File: config.mk
export PLATFORM = sky130hd
export DESIGN_NAME = divisor_clock_multi
export DESIGN_NICKNAME = d
export VERILOG_FILES = /design/src/rtl/divisor_clock_pkg.sv /design/src/rtl/divisor_clock_channel.sv /design/src/rtl/divisor_clock_multi.sv
export SDC_FILE = /design/constraint.sdc
export NUM_CORES = 1
export LEC_CHECK = 0
export CAP_MARGIN = 20
export CORE_UTILIZATION = 40
export CTS_CLUSTER_DIAMETER = 120
export DETAILED_ROUTE_END_ITERATION = 10
export PLACE_DENSITY = 0.6
export RECOVER_POWER = 25
export SETUP_SLACK_MARGIN = 0.2
export SLEW_MARGIN = 20
export SYNTH_ARGS = -nofsm -noshare
export SYNTH_HDL_FRONTEND = slang
export SYNTH_SLANG_ARGS = --single-unit
File: constraint.sdc
create_clock -name clock -period 2.2 [get_ports clock]
set_clock_uncertainty 0.05 [all_clocks]
set_input_delay 0.55 -clock clock [delete_from_list [all_inputs] [get_ports clock]]
set_output_delay 0.55 -clock clock [all_outputs]
set_load 0.05 [all_outputs]
File: src/rtl/divisor_clock_pkg.sv
// Shared definitions for the multi-channel clock divider.
//   DEFAULT_HALF_FPGA  default half-period terminal count (25000 -> 25001 clocks)
//   DIV_WIDTH_DEFAULT  default counter width
//   ch_width(n)        channel-index width, never below 1 bit
//   ch_action_e        per-channel action chosen each clock, in priority order
package divisor_clock_pkg;

  localparam int unsigned DEFAULT_HALF_FPGA = 25000;
  localparam int unsigned DIV_WIDTH_DEFAULT = 16;

  function automatic int unsigned ch_width(input int unsigned n);
    return (n <= 1) ? 1 : $clog2(n);
  endfunction

  typedef enum logic [1:0] {
    CH_RESTART,
    CH_HOLD,
    CH_TERMINAL,
    CH_COUNT
  } ch_action_e;

endpackage

File: src/rtl/divisor_clock_channel.sv
// One divider channel: half-period counter, active terminal count, shadow
// register with pending flag, divided clock and toggle strobe.
//   clock      in   system clock
//   rst_n      in   asynchronous active-low reset
//   en         in   run enable
//   restart    in   synchronous restart (overrides en and terminal count)
//   wr         in   shadow write strobe
//   wr_half    in   value written into the shadow
//   clock_div  out  divided clock (registered)
//   tick       out  high in the cycle clock_div changes
//   pending    out  shadow holds a value not yet applied
module divisor_clock_channel
  import divisor_clock_pkg::*;
#(
  parameter int unsigned WIDTH        = DIV_WIDTH_DEFAULT,
  parameter int unsigned DEFAULT_HALF = DEFAULT_HALF_FPGA
) (
  input  logic             clock,
  input  logic             rst_n,
  input  logic             en,
  input  logic             restart,
  input  logic             wr,
  input  logic [WIDTH-1:0] wr_half,
  output logic             clock_div,
  output logic             tick,
  output logic             pending
);

  logic [WIDTH-1:0] cnt_q, cnt_d;
  logic [WIDTH-1:0] active_q, active_d;
  logic [WIDTH-1:0] shadow_q, shadow_d;
  logic             pending_q, pending_d;
  logic             div_q, div_d;
  logic             tick_q, tick_d;
  ch_action_e       action;

  always_comb begin
    if (restart)                 action = CH_RESTART;
    else if (!en)                action = CH_HOLD;
    else if (cnt_q == active_q)  action = CH_TERMINAL;
    else                         action = CH_COUNT;
  end

  always_comb begin
    cnt_d     = cnt_q;
    active_d  = active_q;
    shadow_d  = shadow_q;
    pending_d = pending_q;
    div_d     = div_q;
    tick_d    = 1'b0;

    unique case (action)
      CH_RESTART: begin
        cnt_d = '0;
        div_d = 1'b0;
        if (pending_q) begin
          active_d  = shadow_q;
          pending_d = 1'b0;
        end
      end
      CH_HOLD: ;
      CH_TERMINAL: begin
        cnt_d  = '0;
        div_d  = ~div_q;
        tick_d = 1'b1;
        if (pending_q) begin
          active_d  = shadow_q;
          pending_d = 1'b0;
        end
      end
      CH_COUNT: cnt_d = cnt_q + WIDTH'(1);
      default: ;
    endcase

    // A write after the apply above: the old shadow is consumed this edge,
    // the new one stays pending for the next terminal count or restart.
    if (wr) begin
      shadow_d  = wr_half;
      pending_d = 1'b1;
    end
  end

  always_ff @(posedge clock or negedge rst_n) begin
    if (!rst_n) begin
      cnt_q     <= '0;
      active_q  <= WIDTH'(DEFAULT_HALF);
      shadow_q  <= '0;
      pending_q <= 1'b0;
      div_q     <= 1'b0;
      tick_q    <= 1'b0;
    end else begin
      cnt_q     <= cnt_d;
      active_q  <= active_d;
      shadow_q  <= shadow_d;
      pending_q <= pending_d;
      div_q     <= div_d;
      tick_q    <= tick_d;
    end
  end

  assign clock_div = div_q;
  assign tick      = tick_q;
  assign pending   = pending_q;

endmodule

File: src/rtl/divisor_clock_multi.sv
// Multi-channel programmable clock divider. Each channel produces a 50% duty
// divided clock and a toggle strobe; half-periods are reprogrammed through a
// shadowed config port applied only at a terminal count or a sync restart.
//   clock         in   system clock
//   rst_n         in   asynchronous active-low reset
//   cfg_we        in   write strobe for cfg_half into shadow of cfg_ch
//   cfg_ch        in   target channel (values >= CHANNELS ignored)
//   cfg_half      in   terminal count T (half-period = T+1 clocks)
//   enable        in   per-channel run enable
//   sync_restart  in   restart all channels in phase
//   clock_div     out  divided clocks
//   tick          out  per-channel toggle strobes
//   pending       out  per-channel unapplied-shadow flags
module divisor_clock_multi
  import divisor_clock_pkg::*;
#(
  parameter int unsigned CHANNELS     = 4,
  parameter int unsigned WIDTH        = DIV_WIDTH_DEFAULT,
  parameter int unsigned DEFAULT_HALF = DEFAULT_HALF_FPGA,
  localparam int unsigned CH_W        = ch_width(CHANNELS)
) (
  input  logic                clock,
  input  logic                rst_n,
  input  logic                cfg_we,
  input  logic [CH_W-1:0]     cfg_ch,
  input  logic [WIDTH-1:0]    cfg_half,
  input  logic [CHANNELS-1:0] enable,
  input  logic                sync_restart,
  output logic [CHANNELS-1:0] clock_div,
  output logic [CHANNELS-1:0] tick,
  output logic [CHANNELS-1:0] pending
);

  logic [CHANNELS-1:0] wr;

  always_comb begin
    wr = '0;
    for (int unsigned i = 0; i < CHANNELS; i++) begin
      wr[i] = cfg_we && (32'(cfg_ch) == i);
    end
  end

  for (genvar g = 0; g < CHANNELS; g++) begin : g_ch
    divisor_clock_channel #(
      .WIDTH        (WIDTH),
      .DEFAULT_HALF (DEFAULT_HALF)
    ) u_ch (
      .clock     (clock),
      .rst_n     (rst_n),
      .en        (enable[g]),
      .restart   (sync_restart),
      .wr        (wr[g]),
      .wr_half   (cfg_half),
      .clock_div (clock_div[g]),
      .tick      (tick[g]),
      .pending   (pending[g])
    );
  end

endmodule

# --- Yosys cells after proc, flatten, opt, wreduce, memory -nomap -nowiden ---
# Index checks and enable logic that the tools add are counted.
totals:
  ff_bits: 204
  input_bits: 26
  output_inout_bits: 12
  wordCells: 108
classes:
  add_sub_neg: 4
  n_eq_ne: 15
  muxes: 32
  bitwise_logic: 4
  reduce_logical: 29
op_table:
  columns: ["cell", "n"]
  rows:
  - ["16-bit case mux with 2 select lines", 4]
  - ["16-bit by 1-bit adder with 16-bit output, second input constant", 4]
  - ["16-bit == test", 4]
  - ["2-bit nonzero test", 12]
  - ["2-bit == test, second input constant", 10]
  - ["1-bit 2-to-1 mux", 16]
  - ["2-bit 2-to-1 mux", 8]
  - ["2-bit zero test", 5]
  - ["1-bit case mux with 2 select lines", 4]
  - ["2-bit AND reduction", 4]
  - ["2-bit OR reduction", 4]
  - ["1-bit logical AND", 4]
  - ["1-bit inverter", 4]
  - ["2-bit by 1-bit == test with 1-bit output, second input constant", 1]

# --- Logic depth before layout (Yosys ltp) ---
# Gate-level depths: netlist of run 1.
logic_depth:
  word_depth: 8
  mapped_depth: 8
  mapped_depth_nobuf: 6

# --- By module ---
# A second synthesis of run 1 with hierarchy kept.
unflattened:
  cells_unflattened: 1056
  area_unflattened_um2: 10978.0
by_module_without_submodules:
  columns: ["module", "n_inst", "cells_each", "area_each_um2", "seq_area_each_um2"]
  rows:
  - ["divisor_clock_channel", 4, 263, 2735.1, 1283.7]
  - ["divisor_clock_multi", 1, 4, 37.5, 0.0]

# --- Least setup slack after synthesis of run 1 ---
# No wires, ideal clock.
synth_timing:
  path_type: "input port to flip-flop"
  startpoint: "input port enable[2]"
  endpoint: "register g_ch[2].u_ch.active_q[4]"
  setup_time_ns: 0.153
  t_arrival_ns: 1.728
  required_ns: 1.997
  path_slack_ns: 0.269
  path_stages: 7
  n_path_buf: 3
  path_cell_list: "clkbuf_1 > and2_1 > nand2b_1 > clkbuf_1 > buf_2 > a222oi_1 > o311ai_0"
synth_between:
  elab_chain_len: 5
  word_cells_on_any_way: 6
  classes_between: "eq/ne (1); mux (2); reduce/logical (3)"
synth_lines:
  columns: ["element", "line", "rtl"]
  rows:
  - ["start, declared", "divisor_clock_multi.sv:27", "input logic [CHANNELS-1:0] enable,"]
  - ["2-bit 2-to-1 mux *", "divisor_clock_channel.sv:39", "else if (!en) action = CH_HOLD;"]
  - ["2-bit 2-to-1 mux *", "divisor_clock_channel.sv:38", "if (restart) action = CH_RESTART;"]
  - ["2-bit == test or 2-bit zero test (tied branches)", "divisor_clock_channel.sv:52", "unique case (action)"]
  - ["2-bit OR reduction (no source line) *", null, null]
  - ["2-bit AND reduction (no source line) *", null, null]
  - ["end signal, assigned", "divisor_clock_channel.sv:86", "active_q <= WIDTH'(DEFAULT_HALF);"]
  - ["end signal, assigned", "divisor_clock_channel.sv:93", "active_q <= active_d;"]
  - ["end, declared", "divisor_clock_channel.sv:30", "logic [WIDTH-1:0] active_q, active_d;"]
# Every way passes the cells marked *; elsewhere a longest branch is shown, timed or not.
# A chain may end at the register's enable or synchronous reset.

# --- Worst setup path in the final report of run 1 ---
layout_timing:
  startpoint: "register g_ch[1].u_ch.tick_q"
  endpoint: "output port tick[1]"
layout_rtl:
  columns: ["element", "line", "rtl"]
  rows:
  - ["start, declared", "divisor_clock_channel.sv:34", "logic tick_q, tick_d;"]
  - ["start signal, assigned", "divisor_clock_channel.sv:97", "tick_q <= tick_d;"]
  - ["end, declared", "divisor_clock_multi.sv:30", "output logic [CHANNELS-1:0] tick,"]
# No word-level cell between the ends.

==> run summary, run 1 <==
Final Hold Fails - 0
Drt wl/cell - 19.15 um
Pin count of the biggest net entering global routing - 72
Largest area contributor in the netlist - dfrtp_1
Sw Ratio - 25.28%
Grt ovf - 0
Total power - 9.756 mW
Peak Freq - 0.5137 GHz
HPWL Detailed - 18340 um
CP Max Fanout - 1
Power Dens Cells - 757.2 mW/mm^2
Avg Cell Area, Syn - 10.24 um^2
Compound-Gate Fraction of Synth Area - 12.33%
Drt first pass iters - 7
Placed insts - 1418
Synth Warn # - 0
H-tree Lvls - 1
Post-layout minimum cycle time - 1.947 ns
Required time worst endpoint - 1.60 ns
Drt drc - 0
Slew HR - 40.49%
Clock Tree Root - clkbuf_16
Critical path class - reg2out
Share of cells above drive strength 1 - 20.41%
HP Class - reg2reg
Netlist cell types - 52
Clk sink count - 204
Hold WS - 0.4920 ns
Period Utilization, post-route - 88.49%
CP max-delay cell - dlygate4sd2_1
CP peak stage delay - 0.52 ns
Synth Flop Type - dfrtp_1
Final-report max-slew violation count - 0
Initial core utilization - 40.67%
XOR/XNOR Fraction of Synth Area - 9.536%
Die height - 167.3 um
Synthesized-area fraction occupied by adder cells - 0.4579%
Post-CTS setup buffer count - 0
Worst Setup End Kind - primary output
Io pins - 38
Area growth from synthesis to layout - 17.88%
Yosys top cell area share - 41.21%
Synth top area cells - dfrtp_1 41%, xor2_1 6.7%, mux2_2 6.6%
Logic pwr share - 10.8%
Mux contribution to synthesized area - 6.869%
Vias/cell - 5.931
Seq pwr share - 45.1%
Antenna violations before repair - 0
Crit-path cells - dlygate4sd2_1
Cts bufs inserted - 24
Inserted Diodes - 0
Yosys reg bits - 204
Register area - 0.005136 mm^2
Die Width - 167.3 um
Crit path max-delay family - buffers and inverters
Psw - 2.466 mW
I/O Buffers - 37
Mapped Nets - 1097
Vias - 8677
Grt met3 use - 2.694%
Most frequent cell after synthesis - dfrtp_1
WP buf/inv - 1
Mapped Area - 0.01093 mm^2
Clock group share of total power - 44.1%
Top cells by count, synth - 180 x dfrtp_1, 145 x nor2_1, 86 x nand4_1
Max_cap viols - 0
Largest family of logic cells by synthesized area - simple AND/OR/NAND/NOR gates
Longest Clk Path Bufs - 3
Max VDD drop - 0.5106 mV
Rows - 60
Total GRT Usage - 20.10%
Core Box Area - 0.02688 mm^2
Post-route ant nets - 0
First-pass GRT wire length - 45870 um
Post-synth EDFFs - 0
Non-filler cells, final - 1463
Post-synthesis simple-gate area fraction - 16.84%
R2R Setup Slk - 0.30 ns
Async set-reset flop share out of synthesis - 100.0%
Status - finished, final reports clean
RSZ-0062 raised after global routing - true
Multi-input logic area - 0.005125 mm^2
Data arrival, critical path - 1.35 ns
Filler cells - 2483
Vias in the first global route - 8266
Die footprint - 0.02799 mm^2
Routed WL - 28020 um
Mapped Cells - 1067
Fin nets - 1134
Number of DRC markers in iteration 0 - 1015
Leakage power - 5.384 nW
Gr busiest metal - met2
CTS tree - done
GP Congestion - 0.8404
Final Util - 47.94%
Clk slew on worst S/H paths - 0.06 ns
Internal power component - 7.290 mW
Met1 Use GR - 29.54%
Sequential fraction of the synthesis area - 46.98%
Tightest Pin Transition - 0.8894 ns
Met2 usage - 31.43%
Final Setup Violations - 0
Startpoint types - register
Clk_lat worst skew - 0.52 ns
## registers in the layout, summed over array words and instances, names as in the netlist
register / flops
g_ch.u_ch.tick: 4
g_ch.u_ch.pending: 4
g_ch.u_ch.shadow_q: 64
g_ch.u_ch.cnt_q: 64
g_ch.u_ch.active_q: 64
g_ch.u_ch.clock_div: 4
## final cells by class
cell class | instances | share of cell area, %
sequential | 204 | 39.87
timing repair buffer | 97 | 8.119
clock buffer | 36 | 5.798
tap | 341 | 3.312
multi-input combinational | 701 | 39.78
inverter | 76 | 2.214
clock inverter | 8 | 0.9129
## path summary, 6_finish.rpt
path,from,depth (start not counted),end
max,g_ch[1].u_ch.tick$_DFF_PN0_,1,tick[1]
min reg2reg,g_ch[0].u_ch.shadow_q[12]$_DFFE_PN0P_,1,g_ch[0].u_ch.shadow_q[12]$_DFFE_PN0P_
min,g_ch[0].u_ch.shadow_q[12]$_DFFE_PN0P_,1,g_ch[0].u_ch.shadow_q[12]$_DFFE_PN0P_
max in group asynchronous,rst_n,3,g_ch[2].u_ch.active_q[7]$_DFFE_PN1P_
max reg2reg,g_ch[2].u_ch.active_q[14]$_DFFE_PN1P_,6,g_ch[2].u_ch.active_q[2]$_DFFE_PN0P_
min in group asynchronous,rst_n,2,g_ch[1].u_ch.cnt_q[5]$_DFFE_PN0P_
## layer usage
layer	part of all wire, %	up-vias
met5	0	-
met4	1.7	0
met3	5.2	37
met2	46	270
met1	47	4367
li1	-	4003
## worst reg2reg max path, delay by kind of cell, from the launching register on
family / cells / cell delay (ns)
AOI/OAI and AO/OA: 2 / 0.44
xor gates and xnor gates: 1 / 0.12
buffers and inverters: 1 / 0.15
DFF: 1 / 0.56
and+or+nand+nor: 2 / 0.43
## placed cells by master, fill, tap and decap left out, types with 3 or more instances in the layout
cell type	synthesis	final
or2_2	3	3
nand4bb_1	3	3
buf_4	17	43
nor2_2	0	4
a21oi_1	6	6
clkbuf_16	0	25
nand3_1	23	23
o311ai_0	61	52
clkbuf_1	32	3
dfstp_2	24	24
a222oi_1	64	64
and4_1	5	5
clkdlybuf4s50_1	0	23
clkbuf_8	0	8
nand2_1	33	33
nor4_2	3	8
nor3b_1	4	4
nand4_1	86	86
clkbuf_2	0	3
dfrtp_1	180	179
o311ai_1	4	13
and3_1	12	9
mux2_2	64	64
nor4_1	8	3
and2_1	7	7
mux2i_1	3	3
xnor2_1	35	35
clkinv_1	4	4
o21ai_0	6	6
nor2_1	145	141
nand2b_4	0	4
bufinv_16	0	3
inv_1	71	71
nor3_1	12	11
clkinv_2	0	4
xor2_1	84	84
buf_12	0	20
ha_1	4	4
## cells by family after synthesis
family | after synthesis
and+or+nand+nor | 360
muxes | 67
adders and majority gates | 4
xor gates and xnor gates | 119
DFF | 204
buffers and inverters | 162
AOI/OAI and AO/OA | 151
## per-stage QoR
step	setup slack, ns	instance area, um^2	TNS (ns)
2_1_floorplan	0.2690	10930	0
3_3_place_gp	-0.009638	11930	-0.02083
3_5_place_dp	-0.02582	11940	-0.1033
4_1_cts	0.1700	12820	0
5_1_grt	0.1439	12880	0
6_report	0.2532	12880	0
## what timing repair did
| action | 4_1_cts | 5_1_grt |
|---|---|---|
| resized for setup | 10 | 31 |
| pin swaps | 0 | 6 |
| endpoints found under the setup margin | 22 | 78 |
| hold buffers | 1 | 0 |
| hold endpoints to repair | 17 | 0 |
| gates cloned | 0 | 0 |
## power groups by stage
| stage | registers, mW | clock network, mW | logic (mW) |
|---|---|---|---|
| 3_3_place_gp | 4.44 | 0 | 1.02 |
| 4_1_cts | 4.39 | 4.38 | 1.06 |
| 6_report | 4.40 | 4.30 | 1.05 |
| 5_1_grt | 4.44 | 4.54 | 1.16 |
| 2_1_floorplan | 4.34 | 0 | 0.683 |
| 3_5_place_dp | 4.45 | 0 | 1.05 |
Note: power is estimated with default switching activity, not from simulation.
==> inputs of run 2 (changes only) <==
Settings changed: MAX_ROUTING_LAYER set to met4.
==> run 2 against run 1 <==
  * Worst hold slack worse by 0.00089 ns
  * Sequential power barely moved
  * Design area unchanged
  * Sequential cell count unchanged
  * Critical path depth unchanged
  * Via count shrank 0.28%
  * Core utilization unchanged
  * Clock power about the same
  * Largest power group unchanged
  * Highest routed layer unchanged
==> run summary, run 2 (same netlist as run 1, synthesis figures left out) <==
Post-route ant nets - 0
Area growth from synthesis to layout - 17.88%
Routed WL - 28000 um
Longest Clk Path Bufs - 3
Max VDD drop - 0.5087 mV
GP Congestion - 0.8543
Initial core utilization - 40.67%
CTS tree - done
Post-DP Area - 0.01194 mm^2
Vias in the first global route - 8264
Grt ovf - 0
Pin count of the biggest net entering global routing - 72
CP Max Fanout - 1
First-pass GRT wire length - 45890 um
Peak Freq - 0.5128 GHz
Share of cells above drive strength 1 - 20.41%
Post-layout minimum cycle time - 1.950 ns
Crit path max-delay family - buffers and inverters
R2R Setup Slk - 0.30 ns
Clk sink count - 204
Reg2reg start - g_ch[2].u_ch.active_q[14]$_DFFE_PN1P_
WP buf/inv - 1
Worst setup endpoint - tick[1]
CP peak stage delay - 0.52 ns
Clk_lat worst skew - 0.52 ns
RSZ-0062 raised after global routing - true
Rows - 60
Crit-path cells - dlygate4sd2_1
Worst Setup End Kind - primary output
Final Setup Violations - 0
Drt drc - 0
Leakage power - 5.384 nW
Final-report max-slew violation count - 0
Status - finished, final reports clean
Io pins - 38
Drt wl/cell - 19.14 um
Highest-count cells in the layout ignoring fill and taps - 179 x dfrtp_1, 141 x nor2_1, 86 x nand4_1, 84 x xor2_1, 71 x inv_1
Tightest Pin Transition - 0.8781 ns
Data arrival, critical path - 1.35 ns
Die Width - 167.3 um
Worst path depth - 1
Slew HR - 41.25%
Crit path from - g_ch[1].u_ch.tick$_DFF_PN0_
Number of DRC markers in iteration 0 - 1023
H-tree Lvls - 1
Fin nets - 1134
Required time worst endpoint - 1.60 ns
Die height - 167.3 um
Post-CTS setup buffer count - 0
Clock Tree Root - clkbuf_16
Vias - 8653
HPWL Detailed - 18340 um
Final Hold Fails - 0
Regs by FF count - g_ch.u_ch.active_q x64, g_ch.u_ch.cnt_q x64, g_ch.u_ch.shadow_q x64
Inserted Diodes - 0
Antenna violations before repair - 0
Startpoint types - register
Core Box Area - 0.02688 mm^2
Total GRT Usage - 20.73%
Reg2reg end - g_ch[2].u_ch.active_q[2]$_DFFE_PN0P_
Drt first pass iters - 8
Placed insts - 1418
Vias/cell - 5.915
Critical path class - reg2out
CP max-delay cell - dlygate4sd2_1
Power Dens Cells - 756.8 mW/mm^2
Die footprint - 0.02799 mm^2
HP Class - reg2reg
Cts bufs inserted - 24
Fin area - 0.01288 mm^2
Commonest non-fill, non-tap cell in the layout - dfrtp_1
Clk slew on worst S/H paths - 0.06 ns
Max_cap viols - 0
Reg2reg path depth - 6
Period Utilization, post-route - 88.64%
Non-filler cells, final - 1463
I/O Buffers - 37
## run 2: cell counts in the layout (fill, tap and decap cells not counted)
No cell type changed its count.
## run 2: layout make-up
cell class	count	area [um^2]
fillers	2483	13990
flip-flops and latches	204	5136
multi-input cells	701	5125
repair buffers	97	1046
clock buffers	36	747.0
well taps	341	426.7
inverters	76	285.3
clock inverters	8	117.6
## run 2: power breakdown
part / switching [mW] / total, mW / internal, mW
logic: 0.546 / 1.06 / 0.510
clock network: 1.61 / 4.30 / 2.69
registers: 0.304 / 4.40 / 4.09
total: 2.46 / 9.75 / 7.29
## run 2: routing by layer
metal | track usage, % | vias up | part of all wire [%]
met4 | 4.428 | 0 | 1.8
met1 | 29.70 | 4375 | 47
li1 | - | 4006 | -
met3 | 2.600 | 37 | 4.3
met2 | 31.38 | 235 | 47
met5 | - | - | 0
## run 2: worst min path at each step
stage	start	to	slack, ns	cells past startpoint
after floorplan	rst_n	g_ch[0].u_ch.active_q[0]$_DFFE_PN0P_	0.20	0
after global placement	rst_n	g_ch[1].u_ch.cnt_q[7]$_DFFE_PN0P_	0.42	1
after detailed placement	rst_n	g_ch[1].u_ch.cnt_q[9]$_DFFE_PN0P_	0.42	1
after CTS	rst_n	g_ch[1].u_ch.cnt_q[6]$_DFFE_PN0P_	0.44	2
after global routing	g_ch[3].u_ch.shadow_q[13]$_DFFE_PN0P_	g_ch[3].u_ch.shadow_q[13]$_DFFE_PN0P_	0.50	1
final	g_ch[0].u_ch.shadow_q[12]$_DFFE_PN0P_	g_ch[0].u_ch.shadow_q[12]$_DFFE_PN0P_	0.49	1
## run 2: what timing repair did
action                                  4_1_cts  5_1_grt
hold buffers                                  1        0
endpoints found under the setup margin       22       78
resized for setup                            10       31
endpoints found under the hold margin        17        0
pin swaps                                     0        6
## run 2: per-stage QoR
stage          hold slack (ns)  power [mW]  setup WS, ns  util, %  TNS [ns]
2_1_floorplan           0.2044       5.026        0.2690        -         0
3_5_place_dp            0.4195       5.502      -0.02582    44.43   -0.1033
3_3_place_gp            0.4239       5.461     -0.009638    44.40  -0.02083
5_1_grt                 0.5048       10.14        0.1462    47.94         0
6_report                0.4911       9.750        0.2499    47.94         0
4_1_cts                 0.4440       9.828        0.1700    47.71         0
